$ cat src/rtl/instruction_loader.sv
// Debug program loader: assembles UART bytes MSB-first into 32-bit words and
// writes them to instruction memory, holding the PC until a halt word or a full memory.
module instruction_loader #(
  parameter int          ADDR_W     = 8,
  parameter logic [7:0]  START_BYTE = 8'h4C,
  parameter logic [31:0] HALT_WORD  = 32'hFFFF_FFFF
) (
  input  logic              clk,
  input  logic              rst,
  input  logic [7:0]        rx_data,
  input  logic              rx_done,
  output logic [31:0]       data_instruction,
  output logic [ADDR_W-1:0] wr_addr,
  output logic              wr_instruction,
  output logic              stopPC_debug,
  output logic              load_done,
  output logic              load_full,
  output logic [ADDR_W:0]   word_count
);

  typedef enum logic [1:0] {IDLE, LOAD, FINISH, DONE} state_t;

  localparam logic [ADDR_W-1:0] PTR_MAX   = '1;
  localparam logic [ADDR_W:0]   COUNT_MAX = {1'b1, {ADDR_W{1'b0}}};

  state_t              state_q;
  logic [1:0]          byte_cnt_q;
  logic [31:0]         word_q;
  logic [31:0]         word_d;
  logic [ADDR_W-1:0]   ptr_q;
  logic                close_q;
  logic [31:0]         data_q;
  logic [ADDR_W-1:0]   wr_addr_q;
  logic                wr_q;
  logic                stop_q;
  logic                done_q;
  logic                full_q;
  logic [ADDR_W:0]     count_q;
  logic                start_hit;

  assign word_d    = {word_q[23:0], rx_data};
  assign start_hit = rx_done && (rx_data == START_BYTE);

  always_ff @(posedge clk or posedge rst) begin
    if (rst) begin
      state_q    <= IDLE;
      byte_cnt_q <= '0;
      word_q     <= '0;
      ptr_q      <= '0;
      close_q    <= 1'b0;
      data_q     <= '0;
      wr_addr_q  <= '0;
      wr_q       <= 1'b0;
      stop_q     <= 1'b1;
      done_q     <= 1'b0;
      full_q     <= 1'b0;
      count_q    <= '0;
    end else begin
      wr_q <= 1'b0;
      case (state_q)
        IDLE, DONE: begin
          if (start_hit) begin
            state_q    <= LOAD;
            byte_cnt_q <= '0;
            ptr_q      <= '0;
            wr_addr_q  <= '0;
            count_q    <= '0;
            done_q     <= 1'b0;
            full_q     <= 1'b0;
            stop_q     <= 1'b1;
          end
        end
        LOAD: begin
          // close_q spends the write-pulse cycle before FINISH so the PC is
          // released a full cycle after the last memory write.
          if (close_q) begin
            close_q <= 1'b0;
            state_q <= FINISH;
          end else if (rx_done) begin
            word_q <= word_d;
            if (byte_cnt_q == 2'd3) begin
              byte_cnt_q <= '0;
              data_q     <= word_d;
              wr_addr_q  <= ptr_q;
              wr_q       <= 1'b1;
              if (count_q != COUNT_MAX) count_q <= count_q + 1'b1;
              if (word_d == HALT_WORD) begin
                close_q <= 1'b1;
              end else if (ptr_q == PTR_MAX) begin
                full_q  <= 1'b1;
                close_q <= 1'b1;
              end
              if (ptr_q != PTR_MAX) ptr_q <= ptr_q + 1'b1;
            end else begin
              byte_cnt_q <= byte_cnt_q + 1'b1;
            end
          end
        end
        FINISH: begin
          state_q <= DONE;
          stop_q  <= 1'b0;
          done_q  <= 1'b1;
        end
      endcase
    end
  end

  assign data_instruction = data_q;
  assign wr_addr          = wr_addr_q;
  assign wr_instruction   = wr_q;
  assign stopPC_debug     = stop_q;
  assign load_done        = done_q;
  assign load_full        = full_q;
  assign word_count       = count_q;

endmodule

$ cat config.mk
export PLATFORM = sky130hd
export DESIGN_NAME = instruction_loader
export DESIGN_NICKNAME = d
export VERILOG_FILES = /design/src/rtl/instruction_loader.sv
export SDC_FILE = /design/constraint.sdc
export NUM_CORES = 1
export LEC_CHECK = 0
export CORE_MARGIN = 2
export CORE_UTILIZATION = 50
export CTS_CLUSTER_SIZE = 12
export DETAILED_ROUTE_END_ITERATION = 8
export HOLD_SLACK_MARGIN = 0.12
export PLACE_DENSITY_LB_ADDON = 0.12
export SLEW_MARGIN = 20
export SYNTH_ARGS = -nofsm -noshare
export SYNTH_HDL_FRONTEND = slang
export SYNTH_SLANG_ARGS = --single-unit
export TNS_END_PERCENT = 5
$ cat constraint.sdc
create_clock -name clk -period 7.87 [get_ports clk]
set_input_delay 1.574 -clock clk [delete_from_list [all_inputs] [get_ports clk]]
set_output_delay 1.574 -clock clk [all_outputs]
set_load 0.02 [all_outputs]
==> metrics.md, run 1 <==
| Metric | Value |
|---|---|
| Synth top cells by count | 118 x nand2_1, 89 x dfrtp_1, 25 x mux2_2, 18 x o21ai_0, 15 x clkbuf_1 |
| Vias in the first global route | between 3000 and 4000 |
| Input/output buffers | 63 |
| Placed Instances | 540 |
| Final wirelength | ~8.7 mm |
| Drt pass-1 iters | 4 |
| Via-to-Cell Ratio | about 5.6 |
| Pwr dens | ~200 nW/um^2 |
| Synth area leader | dfrtp_1 |
| Die W | ~94 microns |
| Crit path kind | in -> reg |
| Final hold viol count | 0 |
| Worst path cell trace | clkdlybuf4s50_1 -> nand4b_1 -> buf_4 -> clkinv_1 -> a221o_1 |
| Crit-path slowest cell | clkinv_1 |
| Fin cells | 556 |
| Synth-to-Final Area Change | 22.7% |
| Final core area utilization | approximately 64% |
| EDFF count, synth | 0 |
| Layout cell share with drive strength beyond 1 | 11.9% |
| Status | complete, no violations |
| Htree depth | 3 |
| Worst Path Buf+Inv | 3 |
| Fmax achieved | roughly 260 MHz |
| Seq/Total Area, Yosys | approximately 56% |
| WL per Instance | 15.7 microns |
| Cts repair resizes | 0 |
| Finished Cell Area | between 4000 and 5000 sq um |
| Async SR Flop Fraction | 100% |
| Clock Latency Late Sink | approximately 0.36 ns |
| Critical Path AT | about 4 ns |
| CTS sink cnt | 90 |
| Setup Total Neg Slack | 0 ns |
| Iter 0 DRT Violations | roughly 260 |
| Cts hold-fix bufs | 0 |
| CP max stage delay | ~0.86 ns |
| Final Max Slew Viols | 0 |
| Die area | ~8700 sq um |
| Tmin final | 3.78 ns |
| Post-DRT Antenna Nets | 0 |
| Synth warn | 0 |
| CTS tree | built |
| Max-cap violations | 0 |
| Core box area | slightly below 8000 sq um |
| Fin crit share | approximately 48% |
| Static Leakage | about 0.0023 uW |
| Mapped Avg Cell Area | ~10 sq um |
| Io pins | 64 |
| Worst hold path type | reg -> reg |
| Syn Inst Count | 390 |
| Main synth FF type | dfrtp_1 |
| Number of distinct library cells after synthesis | 53 |
| RSZ-0062 raised after global routing | false |
| WP data required | about 8.1 ns |
| CTS max path bufs | 2 |
| Syn_nets | 408 |
| Seq cells post-synth | 90 |
| Post-synth top area share | 55.6% |
| Overall global routing resource usage | between 20% and 30% |
| CP endpoint kind | flop |
| Peak VDD IR | roughly 0.16 mV |
| Die height | between 90 and 100 microns |
| Largest net degree at the start of global routing | 53 |
| Startpoint types | input pin |
| Via count | around 3100 |
| Net count, final | about 470 |
| Total gr overflow | 0 |
| Initial Util | 51.8% |
| Worst slew pin tran | around 0.98 ns |
| Placer Congestion | 0.833 |
| Clk root buf | clkbuf_8 |
| Most common cell in the synthesized netlist | nand2_1 |
| Post-CTS Setup Inserts | 0 |
| Core Rows | 32 |
| Top Family by Delay on Critical Path | buffers and inverters |
| Detailed placement HPWL | 5.84 mm |
| Rel. slew slack | between 30% and 40% |
| Cell Area, Synth | about 4000 sq um |
| Max FO, Critical Path | 37 |
| Placed Area | ~4700 sq um |
| Antenna violations before repair | 0 |
| First-pass GRT wire length | between 10 and 15 mm |
| Synth top area cells | dfrtp_1 56%, nand2_1 11%, mux2_2 7.0% |
| # diodes | 0 |
| Residual DRC | 0 |
| Final Setup Violations | 0 |
| Clock skew | roughly 0.012 ns |
| Clk pin slew, worst setup/hold paths | approximately 0.10 ns |
| CTS Buf Count | 9 |
==> worst register-to-register path, delay by kind of cell, from the launching register on <==
kind | cells | cell delay, ns
adder cells (fa/ha/maj) | 1 | 0.21
AND/OR/NAND/NOR | 1 | 0.15
buffers and inverters | 3 | 1.45
flip-flops | 1 | 0.42
AO/OA/AOI/OAI | 1 | 0.56
==> final cells by class <==
class / instances / area, sq um
clock buffer: 11 / 141
multi-input combinational: 272 / 1640
clock inverter: 5 / 62.6
fill: 666 / 2810
sequential: 90 / 2250
tap: 102 / 128
timing repair buffer: 66 / 653
inverter: 10 / 38.8
==> stage by stage <==
stage	setup WS, ns	hold WS [ns]	power (uW)
6_report	4.09	0.478	966
5_1_grt	3.95	0.503	1010
4_1_cts	4.17	0.485	974
3_5_place_dp	3.77	0.462	651
3_3_place_gp	3.81	0.461	648
2_1_floorplan	3.96	0.455	609
==> cell families (layout without fill, tap and decap cells) <==
logic type	count (synthesis)	after routing	synth area share, %
AOI/OAI and AO/OA	66	66	11.6
adders and majority gates	7	7	2.19
buffers and inverters	28	92	2.87
DFF	90	90	56.2
muxes	28	28	7.78
and+or+nand+nor	171	171	19.3
==> where the power goes <==
group          internal, uW  total (uW)  switching, uW
Combinational          45.4         154            109
Sequential              477         490           13.2
Clock                   157         322            165
==> registers in the layout (all words and copies together) (netlist names), 2 cells and up <==
signal / flops
word_q: 24
data_instruction: 32
byte_cnt_q: 2
ptr_q: 8
word_count: 9
state_q: 2
wr_addr: 8
==> cell usage in the layout, fill, tap and decap left out, drive strengths merged, types with 3 or more instances in the layout <==
cell type | synthesis | routed
clkbuf | 15 | 11
mux2 | 25 | 25
a211o | 3 | 3
clkdlybuf4s50 | 0 | 63
nor2 | 7 | 7
a21oi | 5 | 5
dfrtp | 89 | 89
or4 | 5 | 5
o221ai | 3 | 3
nand3 | 10 | 10
nor3 | 4 | 4
clkinv | 2 | 4
o31ai | 7 | 7
ha | 7 | 7
nor4 | 3 | 3
mux2i | 3 | 3
o21ai | 26 | 26
nand4 | 9 | 9
nand2 | 118 | 118
buf | 3 | 3
a31oi | 4 | 4
inv | 8 | 8
o211ai | 3 | 3
==> path summary, 6_finish.rpt <==
check / start / end / slack [ns] / cells after the start
worst max-delay path: rx_done / close_q / 4.09 / 5
worst min-delay path: data_instruction[20] / data_instruction[20] / 0.48 / 2
worst max register to register: state_q[0] / close_q / 4.97 / 6
worst min register to register: data_instruction[20] / data_instruction[20] / 0.48 / 2
max in group asynchronous: rst / byte_cnt_q[1] / 5.16 / 3
min in group asynchronous: rst / data_instruction[26] / 1.60 / 2
==> metal layers <==
layer	up-vias	routed length, microns	global-route usage (%)
li1	1489	-	-
met1	1523	4300	32.3
met2	88	3840	30.8
met3	7	465	3.95
met4	0	100	8.21
met5	-	0	0
(Power assumes the default switching activity.)
==> inputs of run 2 (changes only) <==
--- a/config.mk
+++ b/config.mk
@@ -6,7 +6,7 @@
 export NUM_CORES = 1
 export LEC_CHECK = 0
 export CORE_MARGIN = 2
-export CORE_UTILIZATION = 50
+export CORE_UTILIZATION = 48
 export CTS_CLUSTER_SIZE = 12
 export DETAILED_ROUTE_END_ITERATION = 8
 export HOLD_SLACK_MARGIN = 0.12
==> constraint.sdc (replaced) <==
create_clock -name clk -period 3.4 [get_ports clk]
set_input_delay 0.68 -clock clk [delete_from_list [all_inputs] [get_ports clk]]
set_output_delay 0.68 -clock clk [all_outputs]
set_load 0.02 [all_outputs]
==> run 2 against run 1 <==
Clock skew fell by 0.0036 ns. Highest routed layer unchanged. Utilization fell by 2.1 points. Largest cell class unchanged. Cell count rose by 2.2%.
==> metrics.md, run 2 (synthesis results as in run 1) <==
| Metric | Value |
|---|---|
| Status | complete, no violations |
| Total gr overflow | 0 |
| Input/output buffers | 63 |
| Final wirelength | 8.90 mm |
| Final Setup Violations | 0 |
| Clock Latency Late Sink | around 0.35 ns |
| Max FO, Critical Path | 20 |
| Max reg flops | 32 |
| Clock skew | between 0.008 and 0.009 ns |
| Via count | approximately 3100 |
| Detailed placement HPWL | around 6 mm |
| Pint | between 1500 and 2000 uW |
| WL per Instance | about 16 microns |
| Residual DRC | 0 |
| Cts repair resizes | 0 |
| Pwr dens | approximately 460 nW/um^2 |
| Fill count | between 700 and 800 |
| R2R setup slack | approximately 0.99 ns |
| Clock Power Share | between 30% and 40% |
| Switching share of power | between 20% and 30% |
| Total Power | about 2300 uW |
| CP endpoint kind | flop |
| Initial Util | 49.3% |
| Max-cap violations | 0 |
| Peak VDD IR | roughly 0.22 mV |
| Die height | 95.4 microns |
| Switching power total | ~670 uW |
| Final Max Slew Viols | 0 |
| Crit path kind | in -> reg |
| Synth-to-Final Area Change | 25.0% |
| Io pins | between 60 and 70 |
| Die area | about 9100 sq um |
| Startpoint types | input pin |
| Layout cell share with drive strength beyond 1 | between 10% and 20% |
| Htree depth | 3 |
| WP data required | approximately 3.7 ns |
| Core box area | 8130 sq um |
| Critical Path AT | 2.91 ns |
| Sequential power share | between 40% and 50% |
| Post-CTS Setup Inserts | 0 |
| Die W | approximately 95 microns |
| Worst hold path type | reg -> reg |
| Final hold viol count | 0 |
| Placer Congestion | 0.813 |
| CTS max path bufs | 2 |
| Setup Total Neg Slack | 0 ns |
| Fin Hold WS | approximately 0.48 ns |
| Combinational share of power | roughly 17% |
| Fin cells | around 570 |
| Drt pass-1 iters | 4 |
| Post-DRT Antenna Nets | 0 |
| Net count, final | approximately 480 |
| # diodes | 0 |
| Static Leakage | 0.00233 uW |
| Iter 0 DRT Violations | ~170 |
| CTS Buf Count | 9 |
| Placed Instances | between 500 and 600 |
| First-pass GRT wire length | between 10 and 15 mm |
| Antenna violations before repair | 0 |
| RSZ-0062 raised after global routing | false |
| Clk root buf | clkbuf_8 |
| Most common cell after layout, fill and taps aside | nand2_1 |
| Core Rows | 33 |
| Overall global routing resource usage | about a fifth |
| Largest net degree at the start of global routing | a little over 90 |
| Fin crit share | between 70% and 80% |
| Worst slew pin tran | roughly 0.81 ns |
| Fmax achieved | ~380 MHz |
| Via-to-Cell Ratio | 5.50 |
| CTS sink cnt | 90 |
| Cts hold-fix bufs | 0 |
| Clk pin slew, worst setup/hold paths | around 0.090 ns |
| CTS tree | built |
| Rel. slew slack | a little under half |
| Tmin final | ~2.7 ns |
| Most frequent cells in the layout | 118 x nand2_1, 89 x dfrtp_1, 63 x clkdlybuf4s50_1 |
| Vias in the first global route | around 3100 |
run 2: per-stage QoR:
step | worst slack, ns | cell area [sq um] | util, %
floorplan | 0.386 | 4010 | -
global placement | 0.381 | 4790 | 58.9
detailed placement | 0.380 | 4790 | 58.9
CTS | 0.754 | 5010 | 61.6
global route | 0.640 | 5010 | 61.6
finish | 0.738 | 5010 | 61.6
run 2: path summary, 6_finish.rpt:
path,cells after the start,startpoint,end
max,5,rx_done,ptr_q[0]
min,2,data_instruction[20],data_instruction[20]
max reg2reg,5,state_q[0],word_count[8]
min reg2reg,2,data_instruction[20],data_instruction[20]
max in group asynchronous,3,rst,data_instruction[5]
min in group asynchronous,3,rst,wr_addr[5]
run 2: critical path: stages:
cell             delay [ns]
clkdlybuf4s50_1        0.56
or4b_4                 0.53
o31a_1                 0.52
a211o_1                0.34
mux2_2                 0.26
run 2: final cells by class:
class,count,area [sq um],area share (%)
Sequential cell,90,2250,45.0
Multi-Input combinational cell,272,1640,32.7
Timing Repair Buffer,75,733,14.6
Clock buffer,11,151,3.02
Tap cell,105,131,2.62
Clock inverter,5,61.3,1.22
Inverter,10,38.8,0.775
run 2: layer usage:
layer	share of wire (%)	vias to the layer above	global-route usage, %
li1	-	1498	-
met4	0.95	0	7.25
met5	0	-	0
met2	49	72	33.9
met3	3.5	9	3.79
met1	47	1545	28.7
run 2: power groups by stage:
stage / Sequential (uW) / Clock [uW] / Combinational (uW)
2_1_floorplan: 1160 / 0 / 251
3_3_place_gp: 1150 / 0 / 387
3_5_place_dp: 1150 / 0 / 391
4_1_cts: 1130 / 788 / 391
5_1_grt: 1140 / 839 / 430
6_report: 1130 / 770 / 389
==> inputs of run 3 (changes only) <==
--- a/config.mk
+++ b/config.mk
@@ -6,7 +6,7 @@
 export NUM_CORES = 1
 export LEC_CHECK = 0
 export CORE_MARGIN = 2
-export CORE_UTILIZATION = 48
+export CORE_UTILIZATION = 50
 export CTS_CLUSTER_SIZE = 12
 export DETAILED_ROUTE_END_ITERATION = 8
 export HOLD_SLACK_MARGIN = 0.12
==> constraint.sdc (replaced) <==
create_clock -name clk -period 2.46 [get_ports clk]
set_input_delay 0.492 -clock clk [delete_from_list [all_inputs] [get_ports clk]]
set_output_delay 0.492 -clock clk [all_outputs]
set_load 0.02 [all_outputs]
==> run 3 against run 2 <==
Combinational power increased by 63%. Clock power increased by 34%. Total power increased by 41%. Via count increased by 3.2%. Hold slack got worse by 0.0030 ns. Critical path type unchanged. Highest routed layer unchanged.
==> metrics.md, run 3 (synthesis results as in run 1) <==
| Metric | Value |
|---|---|
| Status | complete, no violations |
| R2R Path Start | state_q[1] |
| Pwr dens | 630 nW/um^2 |
| Vias in the first global route | around 3200 |
| Via-to-Cell Ratio | 5.57 |
| Layout cell share with drive strength beyond 1 | around 16% |
| Fin crit share | about nine tenths |
| Clock Power Share | 31.8% |
| Static Leakage | ~0.0024 uW |
| Sequential power share | between 40 and 50% |
| Pint | around 2300 uW |
| RSZ-0062 raised after global routing | false |
| Crit-path slowest cell | or4b_4 |
| Worst hold endpoint | data_instruction[14] |
| Drt pass-1 iters | 4 |
| Placer Congestion | 0.845 |
| Net count, final | 490 |
| First-pass GRT wire length | ~15 mm |
| Most frequent cells in the layout | 118 x nand2_1, 89 x dfrtp_1, 63 x clkdlybuf4s50_1 |
| WP data required | 2.75 ns |
| Fmax achieved | between 400 and 500 MHz |
| Crit path kind | in -> reg |
| Htree depth | 3 |
| Startpoint types | input pin |
| Core Rows | 32 |
| Overall global routing resource usage | 22.2% |
| Die height | between 90 and 100 microns |
| Worst hold path type | reg -> reg |
| Clk root buf | clkbuf_8 |
| Critical Path AT | approximately 2.5 ns |
| Min-delay src | data_instruction[14] |
| Residual DRC | 0 |
| Synth-to-Final Area Change | 27.9% |
| Worst R2R End | byte_cnt_q[0] |
| Via count | between 3000 and 4000 |
| Clock skew | 0.0111 ns |
| Die area | 8750 sq um |
| Io pins | 64 |
| Switching power total | between 900 and 1000 uW |
| # diodes | 0 |
| Cts hold-fix bufs | 0 |
| Final hold viol count | 0 |
| CTS Buf Count | 9 |
| Worst slew pin tran | 0.564 ns |
| Final core area utilization | around two thirds |
| Post-DRT Antenna Nets | 0 |
| Iter 0 DRT Violations | 167 |
| Antenna violations before repair | 0 |
| Fin Hold WS | 0.480 ns |
| Largest net degree at the start of global routing | 38 |
| Initial Util | 51.8% |
| Input/output buffers | 63 |
| CP max stage delay | approximately 0.6 ns |
| Cts repair resizes | 0 |
| Final Setup Violations | 0 |
| Worst hold path cell count | 2 |
| Switching share of power | 28.9% |
| CTS tree | built |
| R2R setup slack | ~0.32 ns |
| Core box area | ~7700 sq um |
| Final Max Slew Viols | 0 |
| Most common cell after layout, fill and taps aside | nand2_1 |
| Post-route setup slack | between 0.2 and 0.25 ns |
| Setup slack at placement | -0.135 ns |
| Max FO, Critical Path | 16 |
| Detailed placement HPWL | 6.23 mm |
| Total gr overflow | 0 |
| Rel. slew slack | 62.3% |
| Reg2Reg Depth | 6 |
| Max-cap violations | 0 |
| Final wirelength | around 9 mm |
| Post-CTS Setup Inserts | 0 |
| Peak VDD IR | between 0.5 and 0.6 mV |
| Clock Latency Late Sink | 0.35 ns |
| CP endpoint kind | flop |
| Combinational share of power | roughly a fifth |
| Max reg flops | 32 |
| Clk pin slew, worst setup/hold paths | 0.09 ns |
| CTS sink cnt | 90 |
| Tmin final | about 2.2 ns |
| Worst path cell trace | clkdlybuf4s50_1 -> or4b_4 -> o31a_1 -> buf_4 -> nor3_2 -> mux2_2 |
| CTS max path bufs | 2 |
| Die W | 93.5 microns |
| WL per Instance | between 15 and 20 microns |
==> run 3: worst max path at each step <==
stage	end	depth (start not counted)	slack, ns	start
global route	ptr_q[0]	6	0.15	rx_data[4]
detailed placement	ptr_q[0]	6	-0.14	rx_data[4]
finish	ptr_q[0]	6	0.23	rx_data[4]
CTS	ptr_q[0]	6	0.24	rx_data[4]
global placement	ptr_q[7]	6	-0.06	rx_data[4]
floorplan	ptr_q[3]	8	0.36	state_q[1]
==> run 3: per-layer routing <==
| layer | vias up | track usage [%] | wire length, microns |
|---|---|---|---|
| met5 | - | 0 | 0 |
| met4 | 0 | 9.44 | 179 |
| met3 | 19 | 3.46 | 486 |
| met2 | 90 | 31.5 | 3870 |
| met1 | 1584 | 34.0 | 4360 |
| li1 | 1531 | - | - |
==> run 3: power by group through the flow <==
stage          clock network, uW  logic, uW  registers [uW]
6_report                    1030        636            1570
5_1_grt                     1110        697            1570
3_5_place_dp                   0        635            1590
3_3_place_gp                   0        624            1590
4_1_cts                     1050        636            1560
2_1_floorplan                  0        347            1600
==> run 3: critical path: cells and delay by family <==
family	cells	cell delay [ns]
multiplexers	1	0.20
AND/OR/NAND/NOR	2	0.84
AO/OA/AOI/OAI	1	0.34
buffers and inverters	2	0.65
==> run 3: area by class of cell <==
type,instances,area (sq um)
clock buffers,11,141
clock inverters,5,60.1
fillers,606,2600
inverters,10,41.3
multi-input cells,272,1640
flip-flops and latches,90,2250
well taps,102,128
repair buffers,89,863
==> run 3: through the flow <==
stage               instances  power [uW]  cell area, sq um  TNS [ns]
finish                    579        3230              5120         0
global route              579        3380              5120         0
CTS                       579        3250              5120         0
detailed placement        563        2230              4920    -0.750
global placement          563        2210              4920    -0.211
floorplan                 390        1950              4010         0
